## src/rtl/scarv_soc_mem_defs.sv

```systemverilog
// Shared constants for the SoC memory-side blocks.
//   RSP_FIFO_DEPTH : response buffer depth; three entries cover the two-cycle
//                    request-to-response loop plus one slot of slack, which is
//                    what one-per-cycle throughput under backpressure needs.
//   *_W            : request/response field widths.
//   rsp_t          : one response FIFO entry.
package scarv_soc_mem_defs;

    localparam int RSP_FIFO_DEPTH = 3;
    localparam int ERR_W          = 1;
    localparam int ADDR_W         = 32;
    localparam int DATA_W         = 32;
    localparam int STRB_W         = DATA_W / 8;
    localparam int RSP_W          = DATA_W + ERR_W;

    typedef struct packed {
        logic [DATA_W-1:0] rdata;
        logic [ERR_W-1:0]  err;
    } rsp_t;

endpackage

```

## src/rtl/scarv_soc_rsp_fifo.sv

```systemverilog
// Small in-order FIFO with an occupancy output.
// Ports:
//   g_clk, g_resetn : clock, synchronous active-low reset (clears pointers/count)
//   push, push_data : write one entry
//   pop             : drop the head entry
//   head            : current head entry (undefined while count == 0)
//   count           : number of entries held
// Push on full and pop on empty are ignored so the pointers can never slip.
module scarv_soc_rsp_fifo #(
    parameter int WIDTH = 33,
    parameter int DEPTH = 3,
    parameter int CW    = $clog2(DEPTH + 1)
) (
    input  logic             g_clk,
    input  logic             g_resetn,
    input  logic             push,
    input  logic [WIDTH-1:0] push_data,
    input  logic             pop,
    output logic [WIDTH-1:0] head,
    output logic [CW-1:0]    count
);

    localparam int PW = (DEPTH > 1) ? $clog2(DEPTH) : 1;

    logic [WIDTH-1:0] mem [DEPTH];
    logic [PW-1:0]    wr_ptr;
    logic [PW-1:0]    rd_ptr;
    logic             do_push;
    logic             do_pop;

    // Depth need not be a power of two, so pointers wrap explicitly.
    function automatic logic [PW-1:0] ptr_inc(input logic [PW-1:0] p);
        return (p == PW'(DEPTH - 1)) ? '0 : p + 1'b1;
    endfunction

    assign do_push = push & (count != CW'(DEPTH));
    assign do_pop  = pop  & (count != '0);

    always_ff @(posedge g_clk) begin
        if (!g_resetn) begin
            wr_ptr <= '0;
            rd_ptr <= '0;
            count  <= '0;
        end else begin
            if (do_push) wr_ptr <= ptr_inc(wr_ptr);
            if (do_pop)  rd_ptr <= ptr_inc(rd_ptr);
            case ({do_push, do_pop})
                2'b10:   count <= count + 1'b1;
                2'b01:   count <= count - 1'b1;
                default: count <= count;
            endcase
        end
    end

    always_ff @(posedge g_clk) begin
        if (do_push) mem[wr_ptr] <= push_data;
    end

    assign head = mem[rd_ptr];

endmodule

```

## src/rtl/scarv_soc_bram_ifc.sv

```systemverilog
// Bus-side requester for one port of a dual-port BRAM.
// Accepts valid/ready requests, range-checks them, drives the BRAM port
// combinationally, and returns responses in order through a small FIFO.
// Ports:
//   g_clk, g_resetn           : clock, synchronous active-low reset
//   req_valid/ready           : request handshake
//   req_addr/wen/strb/wdata   : byte address ([1:0] ignored), write flag,
//                               byte enables, write data
//   rsp_valid/ready           : response handshake
//   rsp_rdata, rsp_error      : read data (0 for writes/errors), error flag
//   bram_en/wen/addr/wdata    : BRAM port drive
//   bram_rdata                : BRAM read data, valid the cycle after bram_en
// LW is derived from DEPTH and should not be overridden.
module scarv_soc_bram_ifc
    import scarv_soc_mem_defs::*;
#(
    parameter logic [31:0] BASE     = 32'h0000_0000,
    parameter int          DEPTH    = 1024,
    parameter bit          WRITE_EN = 1'b1,
    parameter int          LW       = $clog2(DEPTH)
) (
    input  logic              g_clk,
    input  logic              g_resetn,
    input  logic              req_valid,
    output logic              req_ready,
    input  logic [ADDR_W-1:0] req_addr,
    input  logic              req_wen,
    input  logic [STRB_W-1:0] req_strb,
    input  logic [DATA_W-1:0] req_wdata,
    output logic              rsp_valid,
    input  logic              rsp_ready,
    output logic [DATA_W-1:0] rsp_rdata,
    output logic              rsp_error,
    output logic              bram_en,
    output logic [STRB_W-1:0] bram_wen,
    output logic [LW-1:0]     bram_addr,
    output logic [DATA_W-1:0] bram_wdata,
    input  logic [DATA_W-1:0] bram_rdata
);

    localparam int CW = $clog2(RSP_FIFO_DEPTH + 1);

    logic              acc;
    logic              err;
    logic              ifl_v;
    logic              ifl_err;
    logic              ifl_wen;
    logic [DATA_W-1:0] cap_rdata;
    rsp_t              cap_rsp;
    rsp_t              head;
    logic [CW-1:0]     fifo_count;
    logic              pop;
    logic              unused_addr_lsb;

    // Word-addressed BRAM: the byte lane bits never affect the access.
    assign unused_addr_lsb = ^req_addr[1:0];

    // Counting the in-flight slot as well as the FIFO contents guarantees a
    // FIFO slot for every accepted request, and keeps req_ready free of any
    // combinational path from rsp_ready.
    assign req_ready = g_resetn & ((int'(fifo_count) + int'(ifl_v)) < RSP_FIFO_DEPTH);
    assign acc       = req_valid & req_ready;
    assign err       = (req_addr[ADDR_W-1:LW] != BASE[ADDR_W-1:LW]) | (req_wen & ~WRITE_EN);

    assign bram_en    = acc & ~err;
    assign bram_wen   = (bram_en & req_wen) ? req_strb : '0;
    assign bram_addr  = {req_addr[LW-1:2], 2'b00};
    assign bram_wdata = req_wdata;

    always_ff @(posedge g_clk) begin
        if (!g_resetn) begin
            ifl_v   <= 1'b0;
            ifl_err <= 1'b0;
            ifl_wen <= 1'b0;
        end else begin
            ifl_v   <= acc;
            ifl_err <= err;
            ifl_wen <= req_wen;
        end
    end

    assign cap_rdata     = (ifl_err | ifl_wen) ? '0 : bram_rdata;
    assign cap_rsp.rdata = cap_rdata;
    assign cap_rsp.err   = ifl_err;

    assign rsp_valid = (fifo_count != '0);
    assign pop       = rsp_valid & rsp_ready;

    // Head storage is not reset; gate it so an empty buffer reads as zero.
    assign rsp_rdata = rsp_valid ? head.rdata : '0;
    assign rsp_error = rsp_valid & head.err[0];

    scarv_soc_rsp_fifo #(
        .WIDTH (RSP_W),
        .DEPTH (RSP_FIFO_DEPTH),
        .CW    (CW)
    ) u_rsp_fifo (
        .g_clk     (g_clk),
        .g_resetn  (g_resetn),
        .push      (ifl_v),
        .push_data (cap_rsp),
        .pop       (pop),
        .head      (head),
        .count     (fifo_count)
    );

endmodule

```

## config.mk

```make
export PLATFORM = sky130hd
export DESIGN_NAME = scarv_soc_bram_ifc
export DESIGN_NICKNAME = d
export VERILOG_FILES = /design/src/rtl/scarv_soc_mem_defs.sv /design/src/rtl/scarv_soc_rsp_fifo.sv /design/src/rtl/scarv_soc_bram_ifc.sv
export SDC_FILE = /design/constraint.sdc
export NUM_CORES = 1
export LEC_CHECK = 0
export CAP_MARGIN = 20
export CORE_MARGIN = 1
export CORE_UTILIZATION = 45
export CTS_CLUSTER_DIAMETER = 40
export DETAILED_ROUTE_END_ITERATION = 8
export PLACE_DENSITY_LB_ADDON = 0.2
export REMOVE_ABC_BUFFERS = 1
export SYNTH_ARGS = -nofsm -noshare
export SYNTH_HDL_FRONTEND = slang
export SYNTH_HIERARCHICAL = 1
export SYNTH_SLANG_ARGS = --single-unit
```

## constraint.sdc

```tcl
create_clock -name g_clk -period 4.2 [get_ports g_clk]
set_clock_uncertainty 0.05 [all_clocks]
set_input_delay 0.84 -clock g_clk [delete_from_list [all_inputs] [get_ports g_clk]]
set_output_delay 0.84 -clock g_clk [all_outputs]
set_load 0.005 [all_outputs]
```

## Word level (Yosys, flattened, before mapping)

Memories as Yosys holds them, arrays and structs flattened. A register that Yosys moved wholly into a read port is not among the register bits.
Cells that the tools add are included.

- Bits in registers: 9
- Bits in writable memories: 99
- Memories: 1

Memory list:

| name | depth | width | read ports | clocked after memory_dff | write ports | line | RTL |
|---|---|---|---|---|---|---|---|
| u_rsp_fifo.mem | 3 | 33 | 1 | 1 | 1 | scarv_soc_rsp_fifo.sv:25 | `logic [WIDTH-1:0] mem [DEPTH];` |

- Add/subtract/negate cells: 5
- Magnitude comparators: 1
- Equal/unequal tests: 5
- Multiplexer cells: 10
- Bitwise gates (word level): 10
- Reductions and logical operators: 3

Operators by type and width:

| cell | count |
|---|---|
| $mux W32 | 2 |
| $reduce_bool A22 Y1 | 1 |
| $and A1 B1 Y1 | 8 |
| $mux W2 | 4 |
| $add A2 B1 Y2 const B | 3 |
| $eq A2 B2 Y1 const B | 3 |
| $mux W4 | 1 |
| $pmux W2 S2 | 1 |
| $reduce_bool A2 Y1 | 2 |
| $add A2 B1 Y3 | 1 |
| $lt A3 B2 Y1 const B | 1 |
| $eq A2 B1 Y1 const B | 1 |
| $mux W1 | 2 |
| $ne A2 B2 Y1 const B | 1 |
| $sub A2 B1 Y2 const B | 1 |
| $not A1 Y1 | 1 |
| $or A1 B1 Y1 | 1 |

## Logic depth before layout (Yosys ltp)

Gate-level depths: netlist (run 1).

- Depth in word-level cells: 7
- Depth in mapped cells: 8
- Mapped depth without buffers: 8

## Hierarchy

The synthesis (run 1) kept the hierarchy.

By module, submodules not included:

| module | times used | cells an instance | area each (um^2) | seq. area each (um^2) |
|---|---|---|---|---|
| scarv_soc_rsp_fifo | 1 | 240 | 3975.1 | 3133.0 |
| scarv_soc_bram_ifc | 1 | 147 | 1032.2 | 60.1 |

## Worst setup path before layout (run 1)

OpenSTA, ideal clock, no wires.

- Kind: register to register
- Start: reg u_rsp_fifo.count[0]
- End: mem u_rsp_fifo.mem[2][0] (enable)
- Arrival: 3.102 ns
- Setup slack: 0.577 ns
- Stages on the path, launching flop included: 3
- Buffers on the path: 0
- Period minus slack after synthesis: 3.623 ns
- Cell sequence: dfxtp_1 -> a21bo_2 -> nor3b_1

- Word-level cells in the longest chain between the ends: 4

Ends and longest elaborated chain:

| item | line | RTL |
|---|---|---|
| from (decl) | scarv_soc_rsp_fifo.sv:20 | `output logic [CW-1:0] count` |
| from (signal assigned) | scarv_soc_rsp_fifo.sv:48 | `2'b10: count <= count + 1'b1;` |
| from (signal assigned) | scarv_soc_rsp_fifo.sv:49 | `2'b01: count <= count - 1'b1;` |
| from (signal assigned) | scarv_soc_rsp_fifo.sv:50 | `default: count <= count;` |
| $ne A2 B2 Y1 | scarv_soc_rsp_fifo.sv:36 | `assign do_push = push & (count != CW'(DEPTH));` |
| $and A1 B1 Y1 | scarv_soc_rsp_fifo.sv:36 |  |
| $mux W1 | scarv_soc_rsp_fifo.sv:56 | `if (do_push) mem[wr_ptr] <= push_data;` |
| $mux W1 (not written as such) | scarv_soc_rsp_fifo.sv:56 |  |
| to (decl) | scarv_soc_rsp_fifo.sv:25 |  |

No other way between the ends.

## Worst setup path in the final report (run 1)

- Start: in g_resetn
- End: out bram_wen[1]

- Word-level cells in the longest chain between the ends: 5

Ends and longest elaborated chain:

| item | line | RTL |
|---|---|---|
| from (decl) | scarv_soc_bram_ifc.sv:23 | `input logic g_resetn,` |
| $and A1 B1 Y1 | scarv_soc_bram_ifc.sv:61 | `assign req_ready = g_resetn & ((int'(fifo_count) + int'(ifl_v)) < RSP_FIFO_DEPTH);` |
| $and A1 B1 Y1 | scarv_soc_bram_ifc.sv:62 | `assign acc = req_valid & req_ready;` |
| $and A1 B1 Y1 | scarv_soc_bram_ifc.sv:65 | `assign bram_en = acc & ~err;` |
| $and A1 B1 Y1 | scarv_soc_bram_ifc.sv:66 | `assign bram_wen = (bram_en & req_wen) ? req_strb : '0;` |
| $mux W4 | scarv_soc_bram_ifc.sv:66 |  |
| to (decl) | scarv_soc_bram_ifc.sv:35 | `output logic [STRB_W-1:0] bram_wen,` |

No other way between the ends.

==> metrics.csv, run 1 <==
stage,metric,value,unit
cells_and_area,finalNonFillerCells,593,
clock_tree,cts.sinks,110,
setup_path,cp_common_cell,clkdlybuf4s50_1,
placed_design,dp_hpwl,6837,um
clock_tree,insertion_delay,360,ps
clock_tree,cts.clk_slew.worst_paths,80,ps
clock_tree,htreeDepth,3,
synthesis,yosys_warnings,6,
synthesis,syn_inst,387,
worst_hold_path,hold_class,flip-flop to flip-flop,
floorplanning,num_rows,38,
synthesis,ys_seq_area_frac,0.6377,
timing,setup_viol,0,
global_route,grt_pass1_wl,15530,um
job,drv_cap,0,
synthesis,synth.distinct_cells,30,
floorplanning,initial_core_util,0.4619,
timing,fmax,0.2708,GHz
clock_tree,post_cts_resized,0,
power,power.density,345.7,nW/um^2
setup_path,crit_type,primary input to output pin,
timing,final_hold_viol_count,0,
power,ir_drop,0.1457,mV
drt,drc,0,
setup_path,crit_path_top_delay_cell,clkdlybuf4s50_1,
placed_design,gp_congestion,0.6533,
timing,period_share,0.8794,
setup_path,worstSetupStartpointType,primary input,
global_route,track_usage,0.1887,
cells_and_area,nNetsFinal,557,
synthesis,synth_seq_cells,110,
drt,first_pass_iters,4,
clock_tree,cts_buffers,9,
drt,vias,3002,
drt,postRouteAntennaNets,0,
floorplanning,coreArea,10840,sq um
setup_path,worstPathCellList,"clkdlybuf4s50_1, nor2b_1, nand3_1, nor4_1, clkdlybuf4s50_1",
floorplanning,die_w,107.5,um
timing,finalSetupTns,0,ps
floorplanning,die_area,11550,sq um
drt,dr.first_iter.drc_count,115,
synthesis,yosys-top-cells-area,"edfxtp_1 (59%), buf_4 (6.7%), mux2i_1 (6.6%)",
setup_path,cp.arrival,2800,ps
setup_path,cp.required,3310,ps
timing,worst_pin_slew,914.3,ps
floorplanning,die_h,107.5,um
synthesis,synth_top_area_share,0.5937,
timing,slew_headroom,0.3890,
cells_and_area,area_growth,21.24,%
clock_tree,cts-root-buf,clkbuf_8,
synthesis,synth_area_leader_cell,edfxtp_1,
run_status,outcome,finished clean,
timing,rsz0062_at_grt,no,
timing,slew_violations,0,
power,p_total,0.002099,W
placed_design,place.port_buffers,102,
setup_path,worst-path-max-fanout,9,
synthesis,syn-cell-area,5007,sq um
global_route,grt-ovfl-total,0,
floorplanning,pin_count,187,
cells_and_area,antenna_cells,0,
global_route,grt_antenna_before_repair,0,
synthesis,syn_avg_cell_area,12.94,sq um
drt,routedWlPerCell,17.38,um
clock_tree,cts_buffer_depth,2,
global_route,grt_pass1_vias,2876,
setup_path,end_kind,output pin,
global_route,grt_max_degree,45,
clock_tree,cts_tree,yes,
placed_design,placed_cells,578,
setup_path,max_stage_delay,630,ps
clock_tree,postCtsHoldBufs,0,
clock_tree,cts_setup_buffers,0,
drt,vias_per_cell,5.062,
power,p_leak,1.938,nW
timing,finalCriticalPeriod,3693,ps
drt,wirelength,10310,um
cells_and_area,drive_gt1_frac,0.07506,
## routing by layer
| layer | wire length (um) | vias to the layer above | GRT usage |
|---|---|---|---|
| met2 | 4572 | 152 | 0.2752 |
| met5 | 63 | - | 0.07619 |
| met4 | 152 | 2 | 0.06654 |
| met1 | 4387 | 1402 | 0.2329 |
| li1 | - | 1435 | - |
| met3 | 1129 | 11 | 0.09746 |
## worst max-delay path: cells and delay by family
kind,cells,cell delay (ps)
buffers and inverters,2,1200
and+or+nand+nor,3,750
## placed cells by master (no fill, tap or decap), drive strengths merged, types with 3 or more instances in the layout
cell type,synthesis,final
a21boi,3,3
dfxtp,11,11
nor4,9,9
and2,37,37
nor2b,35,35
buf,50,7
nand2,41,41
o21ai,35,35
clkdlybuf4s50,0,102
edfxtp,99,99
ha,3,3
o21a,3,3
clkbuf,9,10
nor2,3,3
inv,3,3
clkinv,0,3
mux2i,33,33
## through the flow
stage,setup WS (ps),util,hold WS [ps],area [sq um]
after floorplan,576.6,-,393.9,4614
after global placement,579.9,0.5435,423.5,5892
after detailed placement,518.2,0.5435,435.5,5892
after CTS,528.4,0.5600,455.9,6071
after global routing,316.3,0.5600,492.9,6071
final,506.6,0.5600,457.5,6071
## report_power, final
part	internal, W	total [W]	switching (W)
sequential	0.00123	0.00124	0.0000160
combinational	0.000158	0.000271	0.000113
clock	0.000269	0.000585	0.000317
## final cells by class
cell class              count  area, sq um
clock buffers              10        127.6
clock inverters             5        51.30
fillers                   908         4770
inverters                   3        11.26
multi-input cells         216         1436
flip-flops and latches    110         3196
well taps                 140        175.2
repair buffers            109         1074
## path summary, 6_finish.rpt
kind / slack (ps) / startpoint / depth (start not counted) / endpoint
setup / recovery: 510 / g_resetn / 5 / bram_wen[1]
hold / removal: 460 / ifl_err$_SDFF_PN0_ / 0 / u_rsp_fifo/mem[2][0]$_DFFE_PP_
setup reg to reg: 1800 / u_rsp_fifo/count[0]$_SDFFE_PN0P_ / 7 / u_rsp_fifo/count[1]$_SDFFE_PN0P_
hold reg to reg: 460 / ifl_err$_SDFF_PN0_ / 0 / u_rsp_fifo/mem[2][0]$_DFFE_PP_
## synth_stat cells (all sizes together)
master  number
a21bo        1
a21boi       3
and2        37
buf         50
clkbuf       9
conb         1
dfxtp       11
edfxtp      99
ha           3
inv          3
mux2i       33
nand2       41
nand3        1
nand4        1
nor2         3
nor2b       35
nor3         2
nor3b        2
nor4         9
o21a         3
o21ai       35
or3          2
or3b         1
xnor2        2
## state kept, by name, summed over array words and instances, names as in the netlist, named ones only
signal             count
ifl_err                1
ifl_v                  1
u_rsp_fifo/wr_ptr      2
u_rsp_fifo/count       2
ifl_wen                1
u_rsp_fifo/mem        99
u_rsp_fifo/rd_ptr      2
## cell families after synthesis
family | after synthesis | share of synthesized area
and+or+nand+nor | 134 | 0.1564
DFF | 110 | 0.6377
buffers and inverters | 62 | 0.08146
AOI/OAI and AO/OA | 42 | 0.04673
muxes | 33 | 0.06597
adders and majority gates | 3 | 0.007497
xor gates and xnor gates | 2 | 0.003499
other | 1 | 0.0007489
(Power assumes the default switching activity.)
==> inputs of run 2 (changes only) <==
Settings changed: SKIP_LAST_GASP from default to 1.
==> results of run 2 <==
The final DEF is identical to that of run 1; final timing and power are the same.
